`config.mk`:
```
export PLATFORM = sky130hd
export DESIGN_NAME = countdown_timer
export DESIGN_NICKNAME = d
export VERILOG_FILES = /design/src/rtl/countdown_timer.sv
export SDC_FILE = /design/constraint.sdc
export NUM_CORES = 1
export LEC_CHECK = 0
export ABC_AREA = 0
export BUFFER_PORTS_ARGS = -buffer_cell sky130_fd_sc_hd__buf_2
export CAP_MARGIN = 20
export CELL_PAD_IN_SITES_DETAIL_PLACEMENT = 0
export CELL_PAD_IN_SITES_GLOBAL_PLACEMENT = 1
export CORE_UTILIZATION = 49
export DETAILED_ROUTE_END_ITERATION = 7
export GPL_ROUTABILITY_DRIVEN = 0
export PLACE_DENSITY = 0.84
export SLEW_MARGIN = 20
export SYNTH_ARGS = -nofsm -noshare
export SYNTH_HDL_FRONTEND = slang
export SYNTH_SLANG_ARGS = --single-unit
export TNS_END_PERCENT = 100
```
`constraint.sdc`:
```
create_clock -name CLK -period 9.3 [get_ports CLK]
set_input_delay 0.93 -clock CLK [delete_from_list [all_inputs] [get_ports CLK]]
set_output_delay 0.93 -clock CLK [all_outputs]
set_load 0.1 [all_outputs]
```
`src/rtl/countdown_timer.sv`:
```
// ---------------------------------------------------------------------------
// countdown_timer
//
// Game-round countdown clock. Divides CLK down to a 1 Hz tick and counts the
// remaining round time down from START_MIN:START_SEC to 0:00. It also applies
// wrong-answer time penalties and flags round expiry to game control.
//
// Parameters
//   CLK_FREQ     CLK cycles per second (prescaler terminal count), >= 2
//   START_MIN    reload minutes value, 0..63
//   START_SEC    reload seconds value, 0..59
//   PENALTY_SEC  seconds removed per penalty pulse, 1..255
//
// Ports
//   CLK      in   system clock
//   Reset    in   synchronous, active-high reset
//   start    in   1-cycle pulse: reload the start value and run (any state)
//   pause    in   level: while high, the countdown holds
//   penalty  in   1-cycle pulse: subtract PENALTY_SEC (saturating at 0)
//   minutes  out  remaining minutes, 0..63
//   seconds  out  remaining seconds, 0..59
//   tick     out  1-cycle pulse on every 1 s decrement
//   running  out  high while counting (not paused)
//   expired  out  high once the round time has run out
// ---------------------------------------------------------------------------
module countdown_timer #(
    parameter int CLK_FREQ    = 50_000_000,
    parameter int START_MIN   = 3,
    parameter int START_SEC   = 0,
    parameter int PENALTY_SEC = 10
) (
    input  logic       CLK,
    input  logic       Reset,
    input  logic       start,
    input  logic       pause,
    input  logic       penalty,
    output logic [5:0] minutes,
    output logic [5:0] seconds,
    output logic       tick,
    output logic       running,
    output logic       expired
);

    localparam int              PW             = (CLK_FREQ > 1) ? $clog2(CLK_FREQ) : 1;
    localparam logic [PW-1:0]   LAST_COUNT     = PW'(CLK_FREQ - 1);
    localparam logic [11:0]     RELOAD_TOTAL   = 12'(START_MIN * 60 + START_SEC);
    localparam logic [5:0]      RELOAD_MIN     = 6'(START_MIN);
    localparam logic [5:0]      RELOAD_SEC     = 6'(START_SEC);
    localparam logic [11:0]     PENALTY_AMOUNT = 12'(PENALTY_SEC);

    typedef enum logic [1:0] {
        IDLE,
        RUNNING,
        PAUSED,
        EXPIRED
    } state_t;

    state_t        state;
    logic [11:0]   total;
    logic [PW-1:0] prescaler;

    logic          active;
    logic          advance;
    logic          wrap;
    logic [11:0]   decrement;
    logic [11:0]   nextTotal;
    logic [5:0]    nextMin;
    logic [5:0]    nextSec;

    // Works out what the counting states would do this cycle. The prescaler
    // only advances on cycles where pause is low, so a pause costs no time
    // from the current second: the count resumes with the cycles it had left.
    // A penalty landing on the terminal count removes both amounts at once,
    // and the result saturates at zero. Minutes/seconds are derived from the
    // new total so they always change on the same edge as the total itself.
    always_comb begin
        active    = (state == RUNNING) || (state == PAUSED);
        advance   = active && !pause;
        wrap      = advance && (prescaler == LAST_COUNT);
        decrement = (wrap ? 12'd1 : 12'd0) + ((active && penalty) ? PENALTY_AMOUNT : 12'd0);
        nextTotal = (total > decrement) ? (total - decrement) : 12'd0;
        nextMin   = 6'(nextTotal / 12'd60);
        nextSec   = 6'(nextTotal % 12'd60);
    end

    // Main state machine with registered outputs. Reset beats everything,
    // then start (from any state, including over a simultaneous pause), then
    // the per-state behaviour. A zero reload value goes straight to EXPIRED
    // because there is nothing to count.
    always_ff @(posedge CLK) begin
        if (Reset) begin
            state     <= IDLE;
            total     <= RELOAD_TOTAL;
            minutes   <= RELOAD_MIN;
            seconds   <= RELOAD_SEC;
            prescaler <= '0;
            tick      <= 1'b0;
            running   <= 1'b0;
            expired   <= 1'b0;
        end else if (start) begin
            total     <= RELOAD_TOTAL;
            minutes   <= RELOAD_MIN;
            seconds   <= RELOAD_SEC;
            prescaler <= '0;
            tick      <= 1'b0;
            if (RELOAD_TOTAL == 12'd0) begin
                state   <= EXPIRED;
                running <= 1'b0;
                expired <= 1'b1;
            end else begin
                state   <= RUNNING;
                running <= 1'b1;
                expired <= 1'b0;
            end
        end else begin
            case (state)
                RUNNING, PAUSED: begin
                    tick    <= wrap;
                    total   <= nextTotal;
                    minutes <= nextMin;
                    seconds <= nextSec;
                    if (advance) begin
                        prescaler <= wrap ? '0 : prescaler + PW'(1);
                    end
                    if (nextTotal == 12'd0) begin
                        state   <= EXPIRED;
                        running <= 1'b0;
                        expired <= 1'b1;
                    end else if (pause) begin
                        state   <= PAUSED;
                        running <= 1'b0;
                    end else begin
                        state   <= RUNNING;
                        running <= 1'b1;
                    end
                end
                IDLE, EXPIRED: begin
                    tick <= 1'b0;
                end
                default: begin
                    state   <= IDLE;
                    tick    <= 1'b0;
                    running <= 1'b0;
                    expired <= 1'b0;
                end
            endcase
        end
    end

endmodule
```
## Word level (Yosys, flattened, before mapping)

Index checks and enable logic that the tools add are counted.

| word-level totals | value |
|---|---|
| output and inout port bits | 15 |
| bits in registers | 55 |
| word-level logic and storage cells | 45 |

| cells by class | value |
|---|---|
| multiplexer cells | 13 |
| div/mod/pow operators | 2 |
| $lt $le $gt $ge | 1 |
| add/subtract/negate cells | 3 |
| equality and inequality tests | 4 |
| reductions and logical operators | 13 |

Operators by type and width:

| operator | count |
|---|---|
| 26-bit by 1-bit adder with 26-bit output (second input constant) | 1 |
| 26-bit == test (second input constant) | 1 |
| 26-bit 2-to-1 mux | 1 |
| 12-bit by 6-bit divider with 12-bit output (second input constant) | 1 |
| 12-bit by 5-bit > comparator with 1-bit output | 1 |
| 12-bit zero test | 1 |
| 12-bit by 6-bit modulo with 12-bit output (second input constant) | 1 |
| 12-bit 2-to-1 mux | 1 |
| 12-bit by 5-bit subtractor with 12-bit output | 1 |
| 1-bit 2-to-1 mux | 7 |
| 2-bit OR reduction | 3 |
| 1-bit by 4-bit adder with 5-bit output | 1 |
| 2-bit == test (second input constant) | 2 |
| 2-bit 2-to-1 mux | 2 |
| 4-bit 2-to-1 mux | 1 |
| 2-bit AND reduction | 2 |
| 1-bit logical AND | 3 |
| 2-bit by 1-bit == test with 1-bit output (second input constant) | 1 |
| 2-bit zero test | 1 |
| 1-bit case mux with 2 select lines | 1 |
| 2-bit nonzero test | 1 |
| 1-bit zero test | 1 |
| 1-bit logical OR | 1 |

## Logic depth before layout (Yosys ltp)

Gate-level depths: netlist (run 1).

| depth | value |
|---|---|
| depth after elaboration | 12 |
| depth in mapped cells | 24 |

## Worst setup path after synthesis (run 1)

No wires, ideal clock.

| timing | value |
|---|---|
| path type | input port to flip-flop |
| start point | in pause |
| end point | reg seconds[2] |
| data required time | 9.217 ns |
| cell stages on the path | 21 |
| setup slack | 3.327 ns |
| path buffers | 0 |
| arrival | 5.890 ns |
| library setup time | 0.083 ns |
| path through | nor2_1 nand4_1 nor2_1 nand4_1 inv_1 ha_1 inv_1 fa_1 o21a_1 or4_1 a22oi_1 a211oi_1 o31ai_4 o21ai_1 o21ai_0 mux2i_1 o221ai_2 or4_4 a31o_1 mux2_4 o31ai_4 |

| between the ends | value |
|---|---|
| cells in the longest elaborated chain, start to end | 8 |
| elaborated cells on any way between the ends | 9 |
| those cells by class | add/sub: 2; div: 1; order compare: 1; mux: 2; reduce/logical: 3 |

Ends and longest elaborated chain:

| element | line | text |
|---|---|---|
| from (decl) | 35 | `input logic pause,` |
| 1-bit zero test * | 78 | `advance = active && !pause;` |
| 1-bit logical AND * | 78 |  |
| 1-bit logical AND * | 79 | `wrap = advance && (prescaler == LAST_COUNT);` |
| net wrap | 64 | `logic wrap;` |
| 1-bit 2-to-1 mux * | 80 | `decrement = (wrap ? 12'd1 : 12'd0) + ((active && penalty) ? PENALTY_AMOUNT : 12'd0);` |
| 1-bit by 4-bit adder with 5-bit output * | 80 |  |
| 12-bit by 5-bit subtractor with 12-bit output / 12-bit by 5-bit > comparator with 1-bit output (equally long branches) | 81 | `nextTotal = (total > decrement) ? (total - decrement) : 12'd0;` |
| 12-bit 2-to-1 mux * | 81 |  |
| 12-bit by 6-bit modulo with 12-bit output * | 83 | `nextSec = 6'(nextTotal % 12'd60);` |
| to (signal assigned) | 121 | `seconds <= nextSec;` |
| to (decl) | 38 | `output logic [5:0] seconds,` |

Mark *: on every way through the listed nets, which the timed path passes. The rest lies on a longest branch.
A chain may end at the register's enable or synchronous reset.

## Final worst setup path (run 1)

| timing | value |
|---|---|
| start point | in pause |
| end point | reg seconds[5] |

Same word-level chain as after synthesis.

==> metrics.md, run 1 <==
| Metric | Value |
|---|---|
| Outcome | `finished, final reports clean` |
| Post-synth cell types | `68` |
| Syn Nets | `458` |
| Final HPWL from detailed placement | `6510 um` |
| CTS-repair resized insts | `0` |
| Htree depth | `2` |
| HP Class | `flip-flop to flip-flop` |
| Hold Fails Final Rpt | `0` |
| Die Width | `approximately 86 um` |
| Unrepaired setup endpoints after global routing | `false` |
| Initial drt markers | `between 300 and 400` |
| Reg area | `1060 um^2` |
| Global route overflow | `0` |
| Switching power | `0.160 mW` |
| GRT Total Usage | `0.253` |
| Headroom to the max-slew limit | `0.321` |
| Drt wl/cell | `16.2 um` |
| FP Rows | `30` |
| Global-route wire length before repair | `15000 um` |
| Die ar. | `between 7000 and 8000 um^2` |
| Fill count | `675` |
| Gate power share | `0.204` |
| Clock slew at reported path FFs | `~0.11 ns` |
| # diodes | `0` |
| Ys flop type | `dfxtp_1` |
| Post-route clock period utilization | `0.715` |
| Synth async-reset ratio | `0` |
| Vias in the first global route | `3010` |
| Synth Register Bits | `53` |
| CP required | `roughly 9.5 ns` |
| Seq pwr share | `0.494` |
| Multi-input logic area | `2300 um^2` |
| Nets | `about 470` |
| Maxcap violations | `0` |
| Clock Latency Late Sink | `0.32 ns` |
| Initial Util | `0.510` |
| Number of nets with antenna violations after routing | `0` |
| Largest net degree at the start of global routing | `25` |
| Avg Inst Size Synth | `7.78 um^2` |
| CTS Buffer Depth | `2` |
| Area growth from synthesis to layout | `7.00%` |
| Final setup fails | `0` |
| Setup Crit Path Kind | `primary input to flip-flop` |
| Cell Int Power | `0.316 mW` |
| CTS Buf Count | `5` |
| Worst Tran Pin Value | `1.01 ns` |
| Fmax | `150 MHz` |
| Tmin final | `6.65 ns` |
| DRC Markers | `0` |
| Vias per cell | `6.08` |
| CP Capture Type | `flip-flop` |
| Hold Slack | `0.456 ns` |
| Antenna violations before repair | `0` |
| Clk pwr share | `0.301` |
| Post-Syn Instances | `448` |
| Fin Setup TNS | `0 ns` |
| Sw Share | `0.336` |
| Postcts setup bufs | `0` |
| CTS tree | `done` |
| Number of port buffers | `19` |
| I/O Pins | `20` |
| Clock Skews | `about 0.020 ns` |
| CP arrival | `~6.8 ns` |
| Synth Cell Area | `3480 um^2` |
| Via count | `3364` |
| CTS Hold Buffers Added | `0` |
| First-pass DRT Iterations | `5` |
| Layout cells sized above 1 | `0.116` |
| Static Leak | `1.29 nW` |
| Power Dens Cells | `128 nW/um^2` |
| CTS root buf | `clkbuf_8` |
| Max IR drop VDD | `73.1 uV` |
| Post-synth EDFFs | `0` |
| Max-slew violation count | `0` |
| Routed wire length | `8950 um` |
| Worst Setup Start Kind | `primary input` |
| Clock Sinks | `53` |
| Crit path max fanout | `6` |
| Sequential element share of the synthesized area | `0.304` |
| Ys Warns | `0` |
| Die Ht | `86.3 um` |
| Core Area | `6830 um^2` |
-- cells in the final DEF (no fill, tap or decap), types with 4 or more instances in the layout --
master     instances
a31oi_1            9
clkbuf_8           5
inv_1              9
a21boi_0           4
nand3_1           19
a211oi_1           5
buf_2             19
and2_1             4
or3_1              8
xnor2_1           14
dfxtp_1           53
nor2_1            59
o31ai_1            4
o21ai_0           20
nand4_1            9
nand2_1           45
o211ai_1          10
and3_1             8
nor4_1             8
o21ai_1            5
ha_1               4
a21o_1             5
a21oi_1           22
o2111ai_1          5
nor3_1            17
xor2_1            18
-- power groups by stage --
stage          logic [mW]  clock network [mW]  registers (mW)
4_1_cts            0.0961               0.147           0.235
2_1_floorplan      0.0608                   0           0.256
3_3_place_gp       0.0953                   0           0.240
3_5_place_dp       0.0956                   0           0.240
6_report           0.0972               0.143           0.235
5_1_grt             0.105               0.154           0.236
-- path summary, 6_finish.rpt --
path                               start          to  slack [ns]  depth (start not counted)
worst max-delay path               pause  seconds[5]        2.65                         23
worst min-delay path             expired     expired        0.46                          2
worst max register to register  state[0]  seconds[5]        2.79                         23
worst min register to register   expired     expired        0.46                          2
-- Yosys cell counts (all sizes together), types with 5 or more instances --
cell,number,area (um^2)
nor2,59,221
dfxtp,53,1060
nand2,45,169
o21ai,28,151
a21oi,22,110
nand3,19,95.1
nor3,19,111
xor2,19,166
clkbuf,15,56.3
xnor2,15,131
o211ai,10,75.1
a31oi,9,56.3
inv,9,33.8
nand4,9,56.3
nor4,9,62.6
or3,9,61.3
and3,8,50.1
buf,6,46.3
o31ai,6,72.6
a211oi,5,37.5
a21o,5,37.5
o2111ai,5,43.8
or4,5,45.0
-- metrics by stage --
step / total power [mW] / instance area, um^2 / std cells / worst slack [ns] / util
4_1_cts: 0.478 / 3730 / 553 / 2.73 / 0.546
3_5_place_dp: 0.336 / 3630 / 545 / 2.42 / 0.532
2_1_floorplan: 0.317 / 3480 / 448 / 3.33 / -
6_report: 0.476 / 3730 / 553 / 2.65 / 0.546
3_3_place_gp: 0.336 / 3630 / 545 / 2.68 / 0.532
5_1_grt: 0.495 / 3730 / 553 / 2.08 / 0.546
-- registers in the layout (all words and copies together) (netlist names) --
signal,cells
state,2
running,1
minutes,6
tick,1
prescaler,26
total,10
seconds,6
expired,1
-- routing by layer --
layer / global-route usage / wire length (um) / vias up / part of all wire
li1: - / - / 1657 / -
met1: 0.370 / 4610 / 1591 / 0.51
met2: 0.393 / 3850 / 105 / 0.43
met3: 0.0343 / 382 / 11 / 0.043
met4: 0.0561 / 106 / 0 / 0.012
met5: 0 / 0 / - / 0
-- kinds of logic after synthesis --
| family | share of synthesized area |
|---|---|
| AO/OA/AOI/OAI | 0.247 |
| adder cells (fa/ha/maj) | 0.0201 |
| XOR/XNOR | 0.0855 |
| flip-flops | 0.304 |
| buffers and inverters | 0.0391 |
| AND/OR/NAND/NOR | 0.289 |
| multiplexers | 0.0144 |
-- worst max-delay path: stages --
cell,delay [ns]
buf_2,0.12
nor2_1,0.30
nand4_1,0.24
nor2_1,0.32
nand4_1,0.28
inv_1,0.11
ha_1,0.17
inv_1,0.06
fa_1,0.44
o21a_1,0.26
or4_1,0.50
a22oi_1,0.38
a211oi_1,0.22
o31ai_4,0.29
o21ai_1,0.16
o21ai_0,0.33
mux2i_1,0.30
o221ai_2,0.16
or4_4,0.54
a31oi_1,0.30
o21ai_1,0.15
xnor2_1,0.19
a21oi_1,0.08
-- cell type report --
type	instances	share of cell area
inverters	9	0.00906
repair buffers	22	0.0315
clock buffers	5	0.0185
flip-flops and latches	53	0.285
clock inverters	3	0.00671
multi-input cells	365	0.617
well taps	96	0.0322
Note: power is estimated with default switching activity, not from simulation.
==> run 2: changes to the inputs <==
- ABC_AREA: 0 -> 1
- CORE_UTILIZATION: 49 -> 39
- PLACE_DENSITY: 0.84 -> 0.75
- clock period: 9.3 -> 5.6 ns (I/O delays scaled with it)
==> run 2 against run 1 <==
  * Global-route usage fell by 6.0 points
  * Sequential share of layout area fell by 1.1 points
  * Critical path depth rose by 19
  * Hold slack got worse by 0.015 ns
==> metrics.md, run 2 <==
| Metric | Value |
|---|---|
| CTS tree | `done` |
| Synth top area cells | `dfxtp_1 (30%), nand2_1 (12%), inv_1 (7.9%), nor2_1 (7.1%), nand3_1 (4.7%)` |
| Avg Inst Size Synth | `6.43 um^2 (-17%)` |
| Post-synth top cells | `nand2_1 (114), inv_1 (74), nor2_1 (66)` |
| Placed Cells | `670 (+23%)` |
| Post-synth top area share | `0.303 (-0.00163)` |
| Routed wire length | `8560 um (-4.4%)` |
| Post-route clock period utilization | `0.892` |
| Worst reg-to-reg setup slack | `0.61 ns (-2.18 ns)` |
| # diodes | `0 (unchanged)` |
| Placed cell area | `3750 um^2 (+3.1%)` |
| Top Registers | `prescaler x26, total x10` |
| Vias in the first global route | `3363 (+12%)` |
| Antenna violations before repair | `0 (unchanged)` |
| Die Ht | `96.8 um (+12%)` |
| Clk pwr share | `0.257 (-0.044)` |
| Largest register FFs | `26 (unchanged)` |
| Slowest stage delay, CP | `0.36 ns (-0.18 ns)` |
| First-pass DRT Iterations | `4 (-1)` |
| Dpl ws | `0.302 ns (-2.12 ns)` |
| Seq pwr share | `0.449 (-0.045)` |
| Static Leak | `1.68 nW (+30%)` |
| Initial Util | `0.402 (-0.108)` |
| Max-slew violation count | `0 (unchanged)` |
| CP Capture Type | `flip-flop` |
| CP arrival | `5.19 ns (-1.65 ns)` |
| Final non-filler cell total | `679 (+23%)` |
| Synth Cell Area | `3500 um^2 (+0.54%)` |
| Worst Tran Pin Value | `0.515 ns (-0.500 ns)` |
| Area growth from synthesis to layout | `10.7%` |
| Ys flop type | `dfxtp_1` |
| CTS Buffer Depth | `2 (unchanged)` |
| Max IR drop VDD | `123 uV (+68%)` |
| Initial drt markers | `133 (-60%)` |
| Setup slack after layout | `0.607 ns (-2.05 ns)` |
| Headroom to the max-slew limit | `0.654 (+0.333)` |
| Global route overflow | `0 (unchanged)` |
| Core Area | `8720 um^2 (+28%)` |
| Maxcap violations | `0 (unchanged)` |
| Outcome | `finished, final reports clean` |
| Clock Skews | `0.0169 ns (-0.00317 ns)` |
| Nets | `580 (+24%)` |
| Fin Setup TNS | `0 ns (unchanged)` |
| Power Dens Cells | `226 nW/um^2 (+77%)` |
| Layout cells sized above 1 | `0.191 (+0.0749)` |
| FP Rows | `34 (+13%)` |
| CP required | `5.80 ns (-3.69 ns)` |
| Most frequent cells in the layout | `nand2_1 (112), inv_1 (74), nor2_1 (61), dfxtp_1 (53), nand3_1 (31)` |
| Area leader, netlist | `dfxtp_1` |
| Clock Latency Late Sink | `0.31 ns (about the same)` |
| Number of nets with antenna violations after routing | `0 (unchanged)` |
| GRT Total Usage | `0.193 (-0.0597)` |
| Unrepaired setup endpoints after global routing | `false` |
| Htree depth | `2 (unchanged)` |
| Cell Int Power | `0.549 mW (+74%)` |
| Post-layout util | `0.445 (-0.101)` |
| DRC Markers | `0 (unchanged)` |
| Commonest non-fill, non-tap cell in the layout | `nand2_1` |
| Clock slew at reported path FFs | `0.11 ns (about the same)` |
| CTS Buf Count | `5 (unchanged)` |
| CP max stage cell | `fa_2` |
| I/O Pins | `20 (unchanged)` |
| Hold Fails Final Rpt | `0 (unchanged)` |
| Post-synth EDFFs | `0 (unchanged)` |
| Ys Warns | `0 (unchanged)` |
| Finished Cell Area | `3880 um^2 (+4.0%)` |
| Final setup fails | `0 (unchanged)` |
| Count leader, synth | `nand2_1` |
| Hold Slack | `0.441 ns (-0.0153 ns)` |
| Number of port buffers | `19 (unchanged)` |
| Clock Sinks | `53 (unchanged)` |
| Crit path max fanout | `9 (+3)` |
| Switching power | `0.329 mW (+110%)` |
| HP Class | `primary input to flip-flop` |
| Fmax | `roughly 200 MHz` |
| Die ar. | `9370 um^2 (+26%)` |
| Post-synth cell types | `47 (-31%)` |
| Vias per cell | `5.04 (-17%)` |
| Post-Syn Instances | `545 (+22%)` |
| CTS root buf | `clkbuf_8` |
| Synth async-reset ratio | `0 (unchanged)` |
| Pwr Total | `0.877 mW (+84%)` |
| Via count | `3421 (+1.7%)` |
| Global-route wire length before repair | `15100 um (+0.51%)` |
| Gate power share | `0.294 (+0.090)` |
| Setup Crit Path Kind | `flip-flop to flip-flop` |
| Largest net degree at the start of global routing | `37 (+48%)` |
| Tmin final | `4.99 ns` |
| Final HPWL from detailed placement | `6640 um (+2.0%)` |
| CTS Hold Buffers Added | `0 (unchanged)` |
| Fill count | `911 (+35%)` |
| Drt wl/cell | `12.6 um (-22%)` |
| Die Width | `96.8 um (+12%)` |
| Synth Register Bits | `53 (unchanged)` |
| Sw Share | `0.375 (+0.0382)` |
| Syn Nets | `555 (+21%)` |
| Sequential element share of the synthesized area | `0.303 (-0.00163)` |
| Worst Setup Start Kind | `flip-flop` |
| Largest Register | `prescaler` |
==> run 2: per-layer routing <==
metal / global-route usage / vias to the layer above / wire length (um)
met3: 0.0296 / 14 / 175
met5: 0 / - / 0
met1: 0.230 / 1555 / 3960
li1: - / 1818 / -
met2: 0.355 / 34 / 4290
met4: 0.0551 / 0 / 138
==> run 2: final cells by class <==
| cell class | count | area (um^2) | area share |
|---|---|---|---|
| Multi-Input combinational cell | 391 | 2090 | 0.540 |
| Sequential cell | 53 | 1060 | 0.274 |
| Inverter | 92 | 348 | 0.0897 |
| Timing Repair Buffer | 27 | 155 | 0.0400 |
| Tap cell | 108 | 135 | 0.0349 |
| Clock buffer | 6 | 72.6 | 0.0187 |
| Clock inverter | 2 | 13.8 | 0.00355 |
==> run 2: repair_timing <==
item / CTS / global route
buffers inserted: 0 / 1
endpoints found under the setup margin: 0 / 5
resized for setup: 0 / 11
==> run 2: final timing paths <==
check,from,end,cells after the start
worst max-delay path,state[1],seconds[2],42
worst min-delay path,Reset,state[0],2
worst min register to register,expired,expired,2
worst max register to register,state[1],seconds[2],42
==> run 2: power groups by stage <==
stage                     combinational (mW)  sequential [mW]  clock [mW]
after floorplan                        0.170            0.437           0
after global placement                 0.255            0.403           0
after detailed placement               0.255            0.403           0
after CTS                              0.257            0.394       0.235
after global routing                   0.289            0.396       0.250
final                                  0.258            0.394       0.225
==> run 2: cells by family after synthesis <==
logic type	count (synthesis)	share of synthesized area
buffers and inverters	101	0.111
adders and majority gates	5	0.0200
xor gates and xnor gates	4	0.0100
DFF	53	0.303
and+or+nand+nor	290	0.397
AOI/OAI and AO/OA	92	0.159
==> run 2: critical path, delay by kind of cell (launching register included) <==
family                     cells  cell delay [ns]
and+or+nand+nor               27             2.50
DFF                            1             0.33
buffers and inverters          7             0.58
AOI/OAI and AO/OA              6             0.94
adders and majority gates      2             0.51
